`config.mk`:
```
export PLATFORM = sky130hd
export DESIGN_NAME = lsu_ctrl
export DESIGN_NICKNAME = d
export VERILOG_FILES = /design/src/rtl/lsu_ctrl.sv
export SDC_FILE = /design/constraint.sdc
export NUM_CORES = 1
export LEC_CHECK = 0
export CAP_MARGIN = 20
export CORE_MARGIN = 3
export CORE_UTILIZATION = 45
export DETAILED_ROUTE_END_ITERATION = 8
export GPL_ROUTABILITY_DRIVEN = 0
export HOLD_SLACK_MARGIN = 0.1
export PLACE_DENSITY = 0.81
export SLEW_MARGIN = 15
export SYNTH_ARGS = -nofsm -noshare
export SYNTH_HDL_FRONTEND = slang
export SYNTH_SLANG_ARGS = --single-unit
```
`constraint.sdc`:
```
create_clock -name clk -period 2.05 [get_ports clk]
set_clock_uncertainty 0.05 [all_clocks]
set_input_delay 0.5125 -clock clk [delete_from_list [all_inputs] [get_ports clk]]
set_output_delay 0.5125 -clock clk [all_outputs]
set_load 0.02 [all_outputs]
```
`src/rtl/lsu_ctrl.sv`:
```
// lsu_ctrl: RV32I load/store sequencer for the data-memory port.
// One request in flight; alignment/funct3 checks, lanes, ack timeout.
module lsu_ctrl #(
  parameter int TIMEOUT = 16
) (
  input  logic        clk,
  input  logic        rst_n,
  input  logic        req_valid,
  output logic        req_ready,
  input  logic        req_we,
  input  logic [2:0]  req_funct3,
  input  logic [31:0] req_addr,
  input  logic [31:0] req_wdata,
  output logic        mem_req,
  output logic        mem_we,
  output logic [31:0] mem_addr,
  output logic [31:0] mem_wdata,
  output logic [3:0]  mem_wstrb,
  input  logic        mem_ack,
  input  logic [31:0] mem_rdata,
  output logic        resp_valid,
  output logic [31:0] resp_rdata,
  output logic [1:0]  resp_err,
  output logic        busy
);

  typedef enum logic [1:0] {
    IDLE   = 2'd0,
    ACCESS = 2'd1,
    RESP   = 2'd2
  } state_t;

  localparam logic [7:0] CNT_LAST = 8'(TIMEOUT - 1);

  localparam logic [1:0] ERR_OK  = 2'b00;
  localparam logic [1:0] ERR_MIS = 2'b01;
  localparam logic [1:0] ERR_ILL = 2'b10;
  localparam logic [1:0] ERR_TO  = 2'b11;

  state_t      state;
  logic [7:0]  cnt;
  logic [2:0]  funct3_q;
  logic [1:0]  off_q;

  logic        is_byte;
  logic        is_half;
  logic        is_word;
  logic        illegal;
  logic        misaligned;
  logic [31:0] st_wdata;
  logic [3:0]  st_wstrb;
  logic [7:0]  ld_b;
  logic [15:0] ld_h;
  logic [31:0] ld_data;

  assign req_ready = (state == IDLE);
  assign busy      = (state != IDLE);

  // Classify the incoming request: size, funct3 legality, alignment
  always_comb begin
    is_byte = (req_funct3[1:0] == 2'b00);
    is_half = (req_funct3[1:0] == 2'b01);
    is_word = (req_funct3[1:0] == 2'b10);
    if (req_we) begin
      illegal = req_funct3[2] | (req_funct3[1:0] == 2'b11);
    end else begin
      illegal = (req_funct3 == 3'b011) | (req_funct3[2:1] == 2'b11);
    end
    misaligned = (is_half & req_addr[0])
               | (is_word & (req_addr[1:0] != 2'b00));
  end

  // Replicate store data across lanes and build byte strobes
  always_comb begin
    st_wdata = req_wdata;
    st_wstrb = 4'b1111;
    unique case (1'b1)
      is_byte: begin
        st_wdata = {4{req_wdata[7:0]}};
        st_wstrb = 4'b0001 << req_addr[1:0];
      end
      is_half: begin
        st_wdata = {2{req_wdata[15:0]}};
        st_wstrb = req_addr[1] ? 4'b1100 : 4'b0011;
      end
      default: begin
        st_wdata = req_wdata;
        st_wstrb = 4'b1111;
      end
    endcase
    if (!req_we) begin
      st_wdata = 32'h0;
      st_wstrb = 4'b0000;
    end
  end

  // Pick the addressed lane of the raw word and extend it
  always_comb begin
    ld_b = mem_rdata[7:0];
    unique case (off_q)
      2'd0: ld_b = mem_rdata[7:0];
      2'd1: ld_b = mem_rdata[15:8];
      2'd2: ld_b = mem_rdata[23:16];
      2'd3: ld_b = mem_rdata[31:24];
      default: ld_b = mem_rdata[7:0];
    endcase
    ld_h = off_q[1] ? mem_rdata[31:16] : mem_rdata[15:0];
    unique case (funct3_q)
      3'b000:  ld_data = {{24{ld_b[7]}}, ld_b};
      3'b001:  ld_data = {{16{ld_h[15]}}, ld_h};
      3'b100:  ld_data = {24'h0, ld_b};
      3'b101:  ld_data = {16'h0, ld_h};
      default: ld_data = mem_rdata;
    endcase
  end

  // Sequencer: accept, access with timeout, one-cycle response
  always_ff @(posedge clk or negedge rst_n) begin
    if (!rst_n) begin
      state      <= IDLE;
      cnt        <= 8'h0;
      funct3_q   <= 3'b000;
      off_q      <= 2'b00;
      mem_req    <= 1'b0;
      mem_we     <= 1'b0;
      mem_addr   <= 32'h0;
      mem_wdata  <= 32'h0;
      mem_wstrb  <= 4'b0000;
      resp_valid <= 1'b0;
      resp_rdata <= 32'h0;
      resp_err   <= ERR_OK;
    end else begin
      resp_valid <= 1'b0;
      unique case (state)
        IDLE: begin
          if (req_valid) begin
            funct3_q <= req_funct3;
            off_q    <= req_addr[1:0];
            if (illegal) begin
              state      <= RESP;
              resp_valid <= 1'b1;
              resp_err   <= ERR_ILL;
              resp_rdata <= 32'h0;
            end else if (misaligned) begin
              state      <= RESP;
              resp_valid <= 1'b1;
              resp_err   <= ERR_MIS;
              resp_rdata <= 32'h0;
            end else begin
              state     <= ACCESS;
              cnt       <= 8'h0;
              mem_req   <= 1'b1;
              mem_we    <= req_we;
              mem_addr  <= {req_addr[31:2], 2'b00};
              mem_wdata <= st_wdata;
              mem_wstrb <= st_wstrb;
            end
          end
        end
        ACCESS: begin
          if (mem_ack) begin
            state      <= RESP;
            mem_req    <= 1'b0;
            mem_we     <= 1'b0;
            resp_valid <= 1'b1;
            resp_err   <= ERR_OK;
            resp_rdata <= mem_we ? 32'h0 : ld_data;
          end else if (cnt == CNT_LAST) begin
            state      <= RESP;
            mem_req    <= 1'b0;
            mem_we     <= 1'b0;
            resp_valid <= 1'b1;
            resp_err   <= ERR_TO;
            resp_rdata <= 32'h0;
          end else begin
            cnt <= cnt + 8'h1;
          end
        end
        RESP: begin
          state <= IDLE;
        end
        default: begin
          state <= IDLE;
        end
      endcase
    end
  end

endmodule

```
==> impl_metrics.prom <==
# TYPE chip_impl_metric gauge
chip_impl_info{name="outcome",value="completed"} 1
chip_impl_metric{name="route.antenna.remaining_nets",unit=""} 0
chip_impl_metric{name="top_level_ports",unit=""} 211
chip_impl_info{name="min_path_type",value="reg2reg"} 1
chip_impl_metric{name="cp_data_arrival_time",unit="ps"} 2250
chip_impl_metric{name="dieWidth",unit="um"} 119
chip_impl_metric{name="critPathBufInv",unit=""} 3
chip_impl_metric{name="critical-path-max-stage-delay",unit="ps"} 450
chip_impl_info{name="critical_path.endpoint_type",value="register"} 1
chip_impl_metric{name="ys_seq_elements",unit=""} 118
chip_impl_metric{name="p_per_area",unit="nW/um^2"} 1540
chip_impl_metric{name="fp-row-count",unit=""} 40
chip_impl_info{name="clock-root-buffer",value="clkbuf_16"} 1
chip_impl_info{name="worstPathCellList",value="clkdlybuf4s50_1 > or3b_4 > buf_4 > o21bai_4 > buf_12 > mux2_2"} 1
chip_impl_metric{name="max_cap_viol_count",unit=""} 0
chip_impl_metric{name="die_h",unit="um"} 119
chip_impl_metric{name="synthDistinctLibCells",unit=""} 44
chip_impl_metric{name="max-clock-path-buffers",unit=""} 2
chip_impl_metric{name="port_buffers",unit=""} 208
chip_impl_metric{name="grt_max_degree",unit=""} 43
chip_impl_metric{name="area_growth_syn_to_layout",unit="%"} 56.5
chip_impl_metric{name="routedLengthMet1",unit="um"} 6510
chip_impl_metric{name="first_pass_grt_wire_length",unit="um"} 26800
chip_impl_metric{name="globalRouteTotalUtil",unit="%"} 23.9
chip_impl_metric{name="drt_first_pass_iters",unit=""} 4
chip_impl_metric{name="drtIter0Drc",unit=""} 357
chip_impl_metric{name="clock_pin_slew_of_the_registers_on_the_worst_case_setup_and_hold_paths",unit="ps"} 50
chip_impl_metric{name="required",unit="ps"} 2290
chip_impl_metric{name="utilization",unit="%"} 73.2
chip_impl_info{name="worst_setup_path_start_kind",value="input pin"} 1
chip_impl_metric{name="routedWlPerCell",unit="um"} 17.7
chip_impl_metric{name="vias",unit=""} 5088
chip_impl_metric{name="crit_path_max_fanout",unit=""} 28
chip_impl_metric{name="worstSkewPairLatency",unit="ps"} 410
chip_impl_metric{name="numCtsBuffers",unit=""} 17
chip_impl_metric{name="worst_slew_pin_slew",unit="ps"} 506
chip_impl_metric{name="layout.nets",unit=""} 864
chip_impl_info{name="tritoncts_clock_tree",value="built"} 1
chip_impl_metric{name="htree_levels",unit=""} 4
chip_impl_metric{name="start_util",unit="%"} 46.8
chip_impl_metric{name="worst_hold_slack",unit="ps"} 427
chip_impl_metric{name="die-area",unit="um^2"} 14100
chip_impl_metric{name="total_leakage_power",unit="uW"} 0.00390
chip_impl_metric{name="synth-seq-area-share",unit="%"} 51.7
chip_impl_metric{name="dp_hpwl",unit="um"} 12200
chip_impl_metric{name="layout_worst_path_cycle_share",unit="%"} 98.2
chip_impl_metric{name="met3_wirelength",unit="um"} 1630
chip_impl_info{name="path_delay_family",value="buffers and inverters"} 1
chip_impl_info{name="yosys_most_used_dff",value="dfrtp_1"} 1
chip_impl_metric{name="period_minus_slack",unit="ps"} 2010
chip_impl_metric{name="synth_edf_count",unit=""} 0
chip_impl_metric{name="via_count_of_the_first_global_routing_pass",unit=""} 5346
chip_impl_info{name="critPathKind",value="in2reg"} 1
chip_impl_info{name="slowest_stage",value="clkdlybuf4s50_1"} 1
chip_impl_metric{name="final_layout_size_suffix_gt1_share",unit="%"} 17.2
chip_impl_metric{name="synth_cells",unit=""} 524
chip_impl_metric{name="netlist_area_before_placement",unit="um^2"} 5720
chip_impl_metric{name="setup_violations",unit=""} 0
chip_impl_metric{name="hold_viol_final",unit=""} 0
chip_impl_metric{name="worst_relative_slew_slack",unit="%"} 66.0
chip_impl_metric{name="slew_viol_final",unit=""} 0
chip_impl_metric{name="vias_per_cell",unit=""} 5.41
chip_impl_metric{name="met2_length",unit="um"} 8050
chip_impl_metric{name="layout.filler_cells",unit=""} 886
chip_impl_metric{name="drc",unit=""} 0
chip_impl_metric{name="drt_wl_total",unit="um"} 16600
chip_impl_info{name="highest_layer",value="met4"} 1
chip_impl_metric{name="fmax",unit="MHz"} 497
chip_impl_metric{name="async_reset_ff_share",unit="%"} 100
chip_impl_metric{name="core",unit="um^2"} 12200
chip_impl_metric{name="num_antenna_cells",unit=""} 0
chip_impl_metric{name="ys_warn_count",unit=""} 0
chip_impl_metric{name="postSynthAreaPerCell",unit="um^2"} 10.9
chip_impl_metric{name="initial_antenna_violation_count",unit=""} 0
chip_impl_metric{name="vdd_drop_max",unit="uV"} 1060
chip_impl_metric{name="grt_overflow",unit=""} 0
chip_impl_metric{name="cts.sinks",unit=""} 118
-- worst paths after layout --
check | start | endpoint | slack, ps | depth (start not counted)
worst max-delay path | req_valid | mem_addr[21] | 40 | 6
worst min-delay path | mem_wdata[13] | mem_wdata[13] | 430 | 2
worst max register to register | cnt[0] | cnt[5] | 60 | 5
worst min register to register | mem_wdata[13] | mem_wdata[13] | 430 | 2
max in group asynchronous | rst_n | mem_wdata[23] | 860 | 3
min in group asynchronous | rst_n | mem_addr[3] | 520 | 2
-- registers in the layout, summed over array words and instances (netlist names) --
register,cells
mem_wstrb,4
mem_addr,30
resp_err,2
mem_we,1
state,2
resp_rdata,32
off_q,2
mem_wdata,32
mem_req,1
funct3_q,3
resp_valid,1
cnt,8
-- worst reg2reg max path, stage by stage, from the launching register on --
cell      delay [ps]
dfrtp_1          420
ha_1             240
and3_1           250
a211o_4          390
a211oi_1         340
mux2i_1          230
-- synthesized netlist by cell type, drive strengths merged, types with 2 or more instances --
library cell / number / area (um^2)
o31ai: 18 / 135
mux2i: 42 / 420
inv: 10 / 37.5
nand2b: 38 / 238
nand3: 3 / 15.0
o211ai: 3 / 22.5
buf: 23 / 146
clkbuf: 19 / 71.3
a21oi: 7 / 35.0
a211oi: 6 / 45.0
a21o: 2 / 15.0
nor2b: 8 / 50.1
dfrtp: 118 / 2950
nand2: 82 / 308
o21bai: 2 / 18.8
a32o: 24 / 240
nor2: 8 / 30.0
nor3: 2 / 10.0
nor4: 2 / 18.8
mux2: 43 / 488
nor3b: 2 / 20.0
o21ai: 40 / 200
o2bb2ai: 9 / 78.8
-- power breakdown --
part | switching, uW | internal [uW] | total [uW]
Sequential | 672 | 3430 | 4100
Combinational | 3330 | 3330 | 6660
Clock | 998 | 2000 | 3000
-- through the flow --
step | instance area [um^2] | total power (uW) | setup WS (ps) | cells | setup TNS, ps
finish | 8940 | 13800 | 36.4 | 940 | 0
global route | 8940 | 14500 | -33.3 | 940 | -79.9
CTS | 8880 | 13800 | 13.8 | 938 | 0
detailed placement | 8270 | 10700 | -381 | 905 | -34030
global placement | 8270 | 10500 | -327 | 905 | -29290
floorplan | 5720 | 7450 | 95.5 | 525 | 0
-- area by class of cell --
type	instances	area (um^2)	area share, %
inverter	11	41.3	0.462
multi-input combinational	354	2550	28.5
timing repair buffer	257	2580	28.9
clock buffer	24	482	5.39
sequential	118	2950	33.0
clock inverter	8	121	1.36
tap	168	210	2.35
-- metal layers --
metal  global-route usage [%]  up-vias
met4                     9.63        0
met2                     40.2      234
met3                     9.76       34
met1                     26.9     2489
met5                        0        -
li1                         -     2331
-- what timing repair did --
action / CTS / global route
cloned: 0 / 1
endpoints found under the hold margin: 18 / 0
buffers inserted: 0 / 1
setup endpoints to repair: 3 / 7
pin swaps: 0 / 1
resized for setup: 6 / 10
hold buffers: 1 / 0
-- cells in the final DEF (no fill, tap or decap), types with 2 or more instances in the layout --
cell type,Yosys,final
a211oi_1,6,3
o21ai_0,39,37
dfrtp_1,118,118
inv_1,10,10
buf_12,0,9
buf_4,3,38
o21ai_1,1,3
nor2b_1,8,8
clkdlybuf4s50_1,0,204
mux2_2,42,42
o2bb2ai_1,9,9
clkinv_2,0,3
nand2_1,82,82
clkbuf_1,19,4
o31ai_1,18,18
clkbuf_16,0,18
nor3_1,2,2
a21o_1,2,2
a32o_1,24,24
mux2i_1,42,42
clkbuf_8,0,3
nand2b_1,38,38
nor2_1,8,8
a211oi_2,0,3
o211ai_1,3,3
conb_1,1,2
a21oi_1,7,7
nand3_1,3,3
bufinv_16,0,3
-- kinds of logic (layout without fill, tap and decap cells) --
family,after synthesis,in the layout,synth area share [%]
compound gates,115,115,14.5
other cells,1,2,0.0656
buf+inv,53,300,4.53
simple gates,150,150,12.7
mux,86,86,16.3
fa+ha+maj,1,1,0.219
flops,118,118,51.7
(Power assumes the default switching activity.)
